`config.mk`:
```
export PLATFORM = sky130hd
export DESIGN_NAME = stream_output_controller
export DESIGN_NICKNAME = d
export VERILOG_FILES = /design/src/rtl/stream_output_controller_pkg.sv /design/src/rtl/stream_output_controller_flow_tag_delay.sv /design/src/rtl/stream_output_controller.sv
export SDC_FILE = /design/constraint.sdc
export NUM_CORES = 1
export LEC_CHECK = 0
export ABC_AREA = 1
export BUFFER_PORTS_ARGS = -buffer_cell sky130_fd_sc_hd__buf_2
export CORE_MARGIN = 5
export CORE_UTILIZATION = 51
export CTS_BUF_LIST = sky130_fd_sc_hd__clkbuf_16
export CTS_CLUSTER_SIZE = 8
export DETAILED_ROUTE_END_ITERATION = 12
export MAX_ROUTING_LAYER = met4
export PLACE_DENSITY = 0.9
export SYNTH_ARGS = -nofsm -noshare
export SYNTH_HDL_FRONTEND = slang
export SYNTH_SLANG_ARGS = --single-unit
```
`constraint.sdc`:
```
create_clock -name aclk -period 2.2 [get_ports aclk]
set_input_delay 0.44 -clock aclk [delete_from_list [all_inputs] [get_ports aclk]]
set_output_delay 0.44 -clock aclk [all_outputs]
set_load 0.05 [all_outputs]
```
`src/rtl/stream_output_controller_pkg.sv`:
```
// -----------------------------------------------------------------------------
// stream_output_controller_pkg
//   Shared definitions for the column-stream output controller:
//   - byte-lane positions of a packed RGB beat on the 32-bit AXIS bus
//   - output sequencing FSM state encoding
//   - helper that packs one RGB pixel into a beat
// -----------------------------------------------------------------------------
package stream_output_controller_pkg;

  // Byte lanes of m_tdata: R=[31:24], G=[23:16], B=[15:8], pad=[7:0]
  localparam int unsigned LANE_BITS    = 8;
  localparam int unsigned LANE_R_MSB   = 31;
  localparam int unsigned LANE_G_MSB   = 23;
  localparam int unsigned LANE_B_MSB   = 15;
  localparam int unsigned LANE_PAD_MSB = 7;
  localparam logic [7:0]  PAD_VALUE    = 8'h00;

  typedef enum logic {
    ST_IDLE    = 1'b0,  // waiting for a tagged full-window column
    ST_CAPTURE = 1'b1   // inside a column, capturing one result per flow event
  } state_e;

  function automatic logic [31:0] pack_pixel(input logic [7:0] r,
                                             input logic [7:0] g,
                                             input logic [7:0] b);
    logic [31:0] beat;
    beat = '0;
    beat[LANE_R_MSB   -: LANE_BITS] = r;
    beat[LANE_G_MSB   -: LANE_BITS] = g;
    beat[LANE_B_MSB   -: LANE_BITS] = b;
    beat[LANE_PAD_MSB -: LANE_BITS] = PAD_VALUE;
    return beat;
  endfunction

endpackage

```
`src/rtl/stream_output_controller_flow_tag_delay.sv`:
```
// -----------------------------------------------------------------------------
// stream_output_controller_flow_tag_delay
//   Enable-gated shift register, DEPTH stages of WIDTH bits. Used to carry
//   sideband tags alongside the processing pipeline; it advances only when
//   the pipeline advances and holds otherwise.
// Ports:
//   aclk     in   clock
//   aresetn  in   synchronous active-low reset (clears every stage)
//   en_i     in   shift enable (pipeline advanced this cycle)
//   tag_i    in   WIDTH  tag loaded into stage 0
//   tag_o    out  WIDTH  oldest stage
// -----------------------------------------------------------------------------
module stream_output_controller_flow_tag_delay #(
  parameter int unsigned DEPTH = 1,
  parameter int unsigned WIDTH = 1
) (
  input  logic             aclk,
  input  logic             aresetn,
  input  logic             en_i,
  input  logic [WIDTH-1:0] tag_i,
  output logic [WIDTH-1:0] tag_o
);

  // Stage k occupies bits [(k+1)*WIDTH-1 : k*WIDTH]; stage 0 is the newest.
  logic [DEPTH*WIDTH-1:0] chain_q;

  generate
    if (DEPTH == 1) begin : g_single
      always_ff @(posedge aclk) begin
        if (!aresetn) begin
          chain_q <= '0;
        end else if (en_i) begin
          chain_q <= tag_i;
        end
      end
    end else begin : g_multi
      always_ff @(posedge aclk) begin
        if (!aresetn) begin
          chain_q <= '0;
        end else if (en_i) begin
          chain_q <= {chain_q[(DEPTH-1)*WIDTH-1:0], tag_i};
        end
      end
    end
  endgenerate

  assign tag_o = chain_q[DEPTH*WIDTH-1 -: WIDTH];

endmodule

```
`src/rtl/stream_output_controller.sv`:
```
// -----------------------------------------------------------------------------
// stream_output_controller
//   Output side of the column-stream pipeline. Delays the input buffer's
//   "full column starts" tag by the processing latency, captures each valid
//   result column (IMAGE_HEIGHT pixels) into a single AXIS output register,
//   marks the frame's final pixel with tlast and raises back pressure while
//   the output beat is blocked.
// Ports:
//   aclk, aresetn                 clock, synchronous active-low reset
//   data_flowing                  in   input buffer advanced this cycle
//   is_full_columns_first_input   in   tag for this flow event
//   result_R/_G/_B                in   DATA_WIDTH processed pixel
//   output_has_back_pressure      out  m_tvalid && !m_tready
//   m_tvalid/m_tready/m_tdata/m_tstrb/m_tlast   AXIS master
//   frame_done                    out  pulse after the tlast beat is accepted
//   sync_error                    out  sticky: tag seen mid-column
// -----------------------------------------------------------------------------
module stream_output_controller
  import stream_output_controller_pkg::*;
#(
  parameter int unsigned DATA_WIDTH         = 8,
  parameter int unsigned C_AXIS_TDATA_WIDTH = 32,
  parameter int unsigned BLOCK_SIZE         = 3,
  parameter int unsigned IMAGE_HEIGHT       = 480,
  parameter int unsigned IMAGE_WIDTH        = 640,
  parameter int unsigned PIPE_LATENCY       = 1
) (
  input  logic                            aclk,
  input  logic                            aresetn,
  input  logic                            data_flowing,
  input  logic                            is_full_columns_first_input,
  input  logic [DATA_WIDTH-1:0]           result_R,
  input  logic [DATA_WIDTH-1:0]           result_G,
  input  logic [DATA_WIDTH-1:0]           result_B,
  output logic                            output_has_back_pressure,
  output logic                            m_tvalid,
  input  logic                            m_tready,
  output logic [C_AXIS_TDATA_WIDTH-1:0]   m_tdata,
  output logic [C_AXIS_TDATA_WIDTH/8-1:0] m_tstrb,
  output logic                            m_tlast,
  output logic                            frame_done,
  output logic                            sync_error
);

  localparam int unsigned ROW_W = $clog2(IMAGE_HEIGHT + 1);
  localparam int unsigned COL_W = $clog2(IMAGE_WIDTH + 1);
  localparam logic [ROW_W-1:0] LAST_ROW = ROW_W'(IMAGE_HEIGHT - 1);
  localparam logic [COL_W-1:0] LAST_COL = COL_W'(IMAGE_WIDTH - BLOCK_SIZE);

  state_e                          state_q, state_d;
  logic [ROW_W-1:0]                row_cnt_q, row_cnt_d;
  logic [COL_W-1:0]                col_cnt_q, col_cnt_d;
  logic                            tvalid_q, tvalid_d;
  logic [C_AXIS_TDATA_WIDTH-1:0]   tdata_q, tdata_d;
  logic                            tlast_q, tlast_d;
  logic                            frame_done_q, frame_done_d;
  logic                            sync_error_q, sync_error_d;

  logic                            tag_out;
  logic                            capture;
  logic [ROW_W-1:0]                row_idx;

  stream_output_controller_flow_tag_delay #(
    .DEPTH (PIPE_LATENCY),
    .WIDTH (1)
  ) u_tag_delay (
    .aclk    (aclk),
    .aresetn (aresetn),
    .en_i    (data_flowing),
    .tag_i   (is_full_columns_first_input),
    .tag_o   (tag_out)
  );

  always_ff @(posedge aclk) begin
    if (!aresetn) begin
      state_q      <= ST_IDLE;
      row_cnt_q    <= '0;
      col_cnt_q    <= '0;
      tvalid_q     <= 1'b0;
      tdata_q      <= '0;
      tlast_q      <= 1'b0;
      frame_done_q <= 1'b0;
      sync_error_q <= 1'b0;
    end else begin
      state_q      <= state_d;
      row_cnt_q    <= row_cnt_d;
      col_cnt_q    <= col_cnt_d;
      tvalid_q     <= tvalid_d;
      tdata_q      <= tdata_d;
      tlast_q      <= tlast_d;
      frame_done_q <= frame_done_d;
      sync_error_q <= sync_error_d;
    end
  end

  always_comb begin
    state_d      = state_q;
    row_cnt_d    = row_cnt_q;
    col_cnt_d    = col_cnt_q;
    tvalid_d     = tvalid_q;
    tdata_d      = tdata_q;
    tlast_d      = tlast_q;
    sync_error_d = sync_error_q;
    capture      = 1'b0;
    row_idx      = '0;

    frame_done_d = tvalid_q && m_tready && tlast_q;
    if (tvalid_q && m_tready) begin
      tvalid_d = 1'b0;
    end

    // row_idx is the row position of the pixel captured on this flow event.
    if (data_flowing) begin
      unique case (state_q)
        ST_IDLE: begin
          if (tag_out) begin
            capture = 1'b1;
          end
        end
        ST_CAPTURE: begin
          capture = 1'b1;
          if (tag_out) begin
            // A new column started before this one completed: restart.
            sync_error_d = 1'b1;
          end else begin
            row_idx = row_cnt_q;
          end
        end
        default: ;
      endcase
    end

    // Upstream never flows under back pressure, so a capture always lands
    // in an empty (or just-accepted) output register.
    if (capture) begin
      tvalid_d = 1'b1;
      tdata_d  = pack_pixel(result_R, result_G, result_B);
      tlast_d  = (row_idx == LAST_ROW) && (col_cnt_q == LAST_COL);
      if (row_idx == LAST_ROW) begin
        state_d   = ST_IDLE;
        row_cnt_d = '0;
        col_cnt_d = tlast_d ? '0 : col_cnt_q + COL_W'(1);
      end else begin
        state_d   = ST_CAPTURE;
        row_cnt_d = row_idx + ROW_W'(1);
      end
    end
  end

  assign output_has_back_pressure = tvalid_q && !m_tready;
  assign m_tvalid   = tvalid_q;
  assign m_tdata    = tdata_q;
  assign m_tstrb    = '1;
  assign m_tlast    = tlast_q;
  assign frame_done = frame_done_q;
  assign sync_error = sync_error_q;

endmodule

```
### After elaboration in Yosys (flattened, before gate mapping)

Index checks and enable logic that the tools add are counted.

* bitwise logic cells: 1
* reduce and logical (&&, ||, !) cells: 8
* equal/unequal tests: 2
* muxes and demuxes: 11
* $add $sub $neg: 2

Operators with widths (count)
* 9-bit two-way mux: 4
* 10-bit by 1-bit adder with 10-bit output (second input constant): 1
* 10-bit equality test (second input constant): 1
* 10-bit two-way mux: 1
* 9-bit by 1-bit adder with 9-bit output (second input constant): 1
* 9-bit equality test (second input constant): 1
* 1-bit two-way mux: 5
* 1-bit logical AND: 4
* 3-bit AND reduction: 1
* 1-bit case mux with 2 select lines: 1
* 2-bit AND reduction: 1
* 2-bit nonzero test: 1
* 1-bit zero test: 1
* 1-bit inverter: 1

* word-level logic and storage cells: 33
* register bits after elaboration: 49
* input bits: 29

### Depth between registers and ports, before layout

* word-level depth: 6
* depth in mapped cells: 11
* depth with buffers taken out: 11

### Cells and area by module

A second synthesis with hierarchy kept.

* cell total of the unflattened synthesis: 341
* area total of the unflattened synthesis: 2411.1 um^2

By module, submodules not included
* stream_output_controller: area an instance 2369.8 um^2, times used 1, cells an instance 335, sequential area each 960.9 um^2
* stream_output_controller_flow_tag_delay: area an instance 41.3 um^2, times used 1, cells an instance 6, sequential area each 20.0 um^2

### Least setup slack after synthesis

No wires, ideal clock.

* kind: reg-to-output
* start: register tvalid_q, in the netlist m_tvalid
* end: output port output_has_back_pressure
* stages on the path, launching flop included: 3
* arrival: 1394 ps
* data required time: 1760 ps
* path slack: 366 ps
* cells stage by stage: dfxtp_1 > inv_1 > nor2_1

* longest elaborated chain between the ends: 1

Ends and longest elaborated chain
* from (decl): line stream_output_controller.sv:53 `logic tvalid_q, tvalid_d;`
* from (signal assigned): line stream_output_controller.sv:88 `tvalid_q <= tvalid_d;`
* 1-bit logical AND: line stream_output_controller.sv:150 `assign output_has_back_pressure = tvalid_q && !m_tready;`
* to (decl): line stream_output_controller.sv:35 `output logic output_has_back_pressure,`

No other way between the ends.

### Worst setup path after layout

* start: register u_tag_delay.chain_q, in the netlist u_tag_delay.tag_o
* end: register row_cnt_q[8]

* longest elaborated chain between the ends: 5
* elaborated cells between the ends (all ways): 9
* those cells by class: 1 x add/sub; 1 x eq/ne; 7 x mux

Ends and longest elaborated chain
* from (decl): line stream_output_controller_flow_tag_delay.sv:25 `logic [DEPTH*WIDTH-1:0] chain_q;`
* from (signal assigned): line stream_output_controller_flow_tag_delay.sv:33 `chain_q <= tag_i;`
* 9-bit two-way mux: line stream_output_controller.sv:122 `if (tag_out) begin`
* 9-bit two-way mux: line stream_output_controller.sv:114 `unique case (state_q)`
* 9-bit two-way mux: line stream_output_controller.sv:113 `if (data_flowing) begin`
* 9-bit by 1-bit adder with 9-bit output or 9-bit equality test (tied branches): line stream_output_controller.sv:145, stream_output_controller.sv:139
* 9-bit two-way mux: line stream_output_controller.sv:139 `if (row_idx == LAST_ROW) begin`
* to (signal assigned): line stream_output_controller.sv:86 `row_cnt_q <= row_cnt_d;`
* to (decl): line stream_output_controller.sv:51 `logic [ROW_W-1:0] row_cnt_q, row_cnt_d;`

Parallel ways exist; a longest one is shown, timed or not.
A chain may end at the register's enable or synchronous reset.

==> key figures <==
Pwr
  – Power per cell area: 752.7 mW/mm2
  – Part of the total power dissipated in the clock network: 40.0%
  – Combinational power share: 16.0%
  – Internal power of the cells: 1.537 mW
  – Switch share: just under 30%
  – Net switching power: 621.8 uW
  – Worst IR Drop VDD: approximately 0.42 mV
  – Leakage: between 1 and 1.5 nW
  – Seq pwr share: between 40% and 50%

Setup path
  – Launching element type of the critical path: flop
  – Nature of the critical path endpoint: flop
  – WP data required: ~2.4 ns
  – Setup Crit Path Kind: reg -> reg
  – Highest net fanout along the worst path: 7
  – Critical path data arrival time: roughly 2.1 ns

Yosys
  – Post-synthesis sequential element count: just under 50
  – Combinational family with the most area after synthesis: simple AND/OR/NAND/NOR gates
  – Register area share after synthesis: about two fifths
  – EDFF count, synth: 0
  – Basic-gate share of the synthesized area counting and, or, nand and nor cells: between 30 and 40%
  – Leading post-synthesis cells by instance count: sky130_fd_sc_hd__nor2_1, sky130_fd_sc_hd__nand2_1, sky130_fd_sc_hd__dfxtp_1
  – Average cell area after synthesis: between 7 and 8 um2
  – Fraction of registers with async set/reset: 0%
  – Most area-hungry cell type in the Yosys netlist: sky130_fd_sc_hd__dfxtp_1
  – Number of instances in the synthesized netlist: approximately 330
  – Share of the synthesized area in compound gates (AO/OA/AOI/OAI): ~11%
  – Area fraction of the dominant cell type after synthesis: between 40 and 50%
  – Main synth FF type: sky130_fd_sc_hd__dfxtp_1
  – Ranking of synthesized cells by area: sky130_fd_sc_hd__dfxtp_1, sky130_fd_sc_hd__nor2_1, sky130_fd_sc_hd__nand2_1, sky130_fd_sc_hd__nand3_1, sky130_fd_sc_hd__o21ai_0
  – Adder-cell share of the synthesized area: between 1.5 and 2%
  – Number of warnings reported in the yosys synthesis log: 0
  – Most frequent cell after synthesis: sky130_fd_sc_hd__nor2_1
  – Mapped Area: 0.002407 mm2
  – Post-synthesis cell type count: 32
  – Multiplexer share of the synthesized area: 0%
  – Fraction of synthesized cell area in xor and xnor cells: less than 1%

Floorplan
  – Count of boundary I/O pins: 70
  – Die Ht: 78.71 um
  – Effective utilization at floorplan: approximately half
  – Cell Rows: 25
  – Chip Width: 78.71 um
  – Area enclosed by the die boundary: 0.006194 mm2
  – Placeable core region: around 0.0047 mm2

Final layout
  – Final Net Count: 419
  – Area Growth Syn to Fin: 19.13%
  – Fraction of final layout cells sized beyond drive strength 1: 22.94%
  – Number of inserted diodes: 0

Clocking
  – Num Clock Sinks: 49
  – Post-CTS clock slew at the launch and capture registers of the worst setup and hold paths: approximately 0.070 ns
  – Post-CTS Setup Inserts: 0
  – Clock tree from TritonCTS: yes
  – H-Tree Level Count: 2
  – Number of buffers created by CTS: 5
  – Clock latency on the worst-skew pair: between 0.2 and 0.3 ns
  – Clock buffer depth: 2
  – Quantity of gates resized following cts: 0
  – Total of hold buffers inserted after clock tree synthesis: 0
  – Root Buffer Master: sky130_fd_sc_hd__clkbuf_16

Global route
  – Largest net degree at the start of global routing: 31
  – Initial antenna violation count: 0
  – Vias in the first global route: 2,350
  – GR Util All Layers: between 10% and 20%
  – Remaining Overflow, GRT: 0
  – Global-route wire length before repair: approximately 9.8 mm

Run
  – Max cap viols: 0

Run status
  – Result of the run: complete, no violations

Routing
  – Detailed-route DRC error count: 0
  – Router iterations before antenna repair: 4
  – Average wire per cell in the routed design: 12.85 um
  – Vias after detailed routing: roughly 2,300
  – Antenna-violating nets left: 0
  – Number of vias per cell: 5.242
  – DRC marker count from the first detailed-route iteration: 93
  – Total wire length after detailed routing: around 5.7 mm

Timing
  – Final-report hold violation count: 0
  – Setup repair after global routing missed its margin: no
  – Worst Clk Skew: approximately 0.0064 ns
  – Period utilisation layout: about nine tenths
  – Fin Setup TNS: 0 ns
  – Slew Limit Fails: 0
  – Achievable Freq: between 0.5 and 0.6 GHz
  – Final worst slack: around 0.23 ns
  – Clock period minus worst slack: around 2.0 ns
  – Total of endpoints with negative setup slack in the final report: 0

Place
  – Setup WS pre-CTS: 0.1992 ns
  – Final RePlAce weighted congestion: 0.8540
  – Sum of net half-perimeters after detailed placement: 3.948 mm
  – Count of port buffers added during placement: 57

Worst hold path
  – Worst min path class: in -> reg
## sequential cells by signal (all words and copies together), names as in the netlist
| name | flops |
|---|---|
| col_cnt_q | 10 |
| m_tdata | 24 |
| row_cnt_q | 9 |
| m_tvalid | 1 |
| u_tag_delay.tag_o | 1 |
| m_tlast | 1 |
| frame_done | 1 |
| state_q | 1 |
| sync_error | 1 |
## metrics by stage
step	util (%)	cells	instance area (um2)	hold WS, ns	total power [mW]
2_1_floorplan	-	343	2445	0.4453	1.239
3_3_place_gp	57.93	434	2700	0.4431	1.306
3_5_place_dp	57.93	434	2700	0.4541	1.313
4_1_cts	61.53	442	2868	0.3710	2.174
5_1_grt	61.53	442	2868	0.3743	2.246
6_report	61.53	442	2868	0.3705	2.159
## final cells by class
cell class | instances | area [um2]
Fill cell | 373 | 1793
Clock buffer | 5 | 125.1
Clock inverter | 3 | 42.54
Inverter | 26 | 98.84
Multi-Input combinational cell | 245 | 1232
Sequential cell | 49 | 980.9
Tap cell | 54 | 67.56
Timing Repair Buffer | 60 | 320.3
## per-layer routing
metal / vias to the layer above / wire (um) / global-route usage (%)
met5: - / 0 / -
met4: 0 / 157 / 8.916
met3: 21 / 453 / 4.875
met2: 105 / 2749 / 33.79
met1: 1037 / 2318 / 21.99
li1: 1154 / - / -
## worst max-delay path, cell delays in order, from the launching register on
cell                      delay, ns
sky130_fd_sc_hd__dfxtp_1       0.40
sky130_fd_sc_hd__inv_1         0.20
sky130_fd_sc_hd__nand2_1       0.07
sky130_fd_sc_hd__nor2_1        0.13
sky130_fd_sc_hd__ha_1          0.28
sky130_fd_sc_hd__nand3_1       0.15
sky130_fd_sc_hd__nor2_4        0.18
sky130_fd_sc_hd__nand3_1       0.21
sky130_fd_sc_hd__nand3_1       0.14
sky130_fd_sc_hd__a21oi_1       0.07
## cell families after synthesis
kind of cell,count (synthesis)
other,2
buffers and inverters,49
flip-flops,49
AO/OA/AOI/OAI,50
AND/OR/NAND/NOR,178
adder cells (fa/ha/maj),3
XOR/XNOR,2
## placed cells by master (no fill, tap or decap), types with 3 or more instances in the layout
master                      instances
sky130_fd_sc_hd__a21oi_1           14
sky130_fd_sc_hd__buf_2             57
sky130_fd_sc_hd__clkbuf_16          5
sky130_fd_sc_hd__conb_1            12
sky130_fd_sc_hd__dfxtp_1           49
sky130_fd_sc_hd__ha_1               3
sky130_fd_sc_hd__inv_1             25
sky130_fd_sc_hd__nand2_1           50
sky130_fd_sc_hd__nand2_4            3
sky130_fd_sc_hd__nand3_1           30
sky130_fd_sc_hd__nand3_2            3
sky130_fd_sc_hd__nand4_1            3
sky130_fd_sc_hd__nor2_1            76
sky130_fd_sc_hd__nor2_2             3
sky130_fd_sc_hd__nor2_8             3
sky130_fd_sc_hd__o21ai_0           29
sky130_fd_sc_hd__o21ai_2            3
## path summary, 6_finish.rpt
path | endpoint | cells past startpoint | startpoint | slack [ns]
setup / recovery | row_cnt_q[8]$_SDFFE_PN0P_ | 9 | u_tag_delay.tag_o$_SDFFE_PN0P_ | 0.23
hold / removal | m_tdata[10]$_SDFFE_PN0P_ | 3 | result_B[2] | 0.37
setup reg to reg | row_cnt_q[8]$_SDFFE_PN0P_ | 9 | u_tag_delay.tag_o$_SDFFE_PN0P_ | 0.23
hold reg to reg | row_cnt_q[6]$_SDFFE_PN0P_ | 2 | row_cnt_q[6]$_SDFFE_PN0P_ | 0.47
## power by group through the flow
stage,Combinational (mW),Sequential [mW],Clock [mW]
final,0.345,0.950,0.864
after global routing,0.369,0.954,0.923
after CTS,0.346,0.949,0.878
after detailed placement,0.345,0.968,0
after global placement,0.339,0.967,0
after floorplan,0.145,1.09,0
Note: power is estimated with default switching activity, not from simulation.
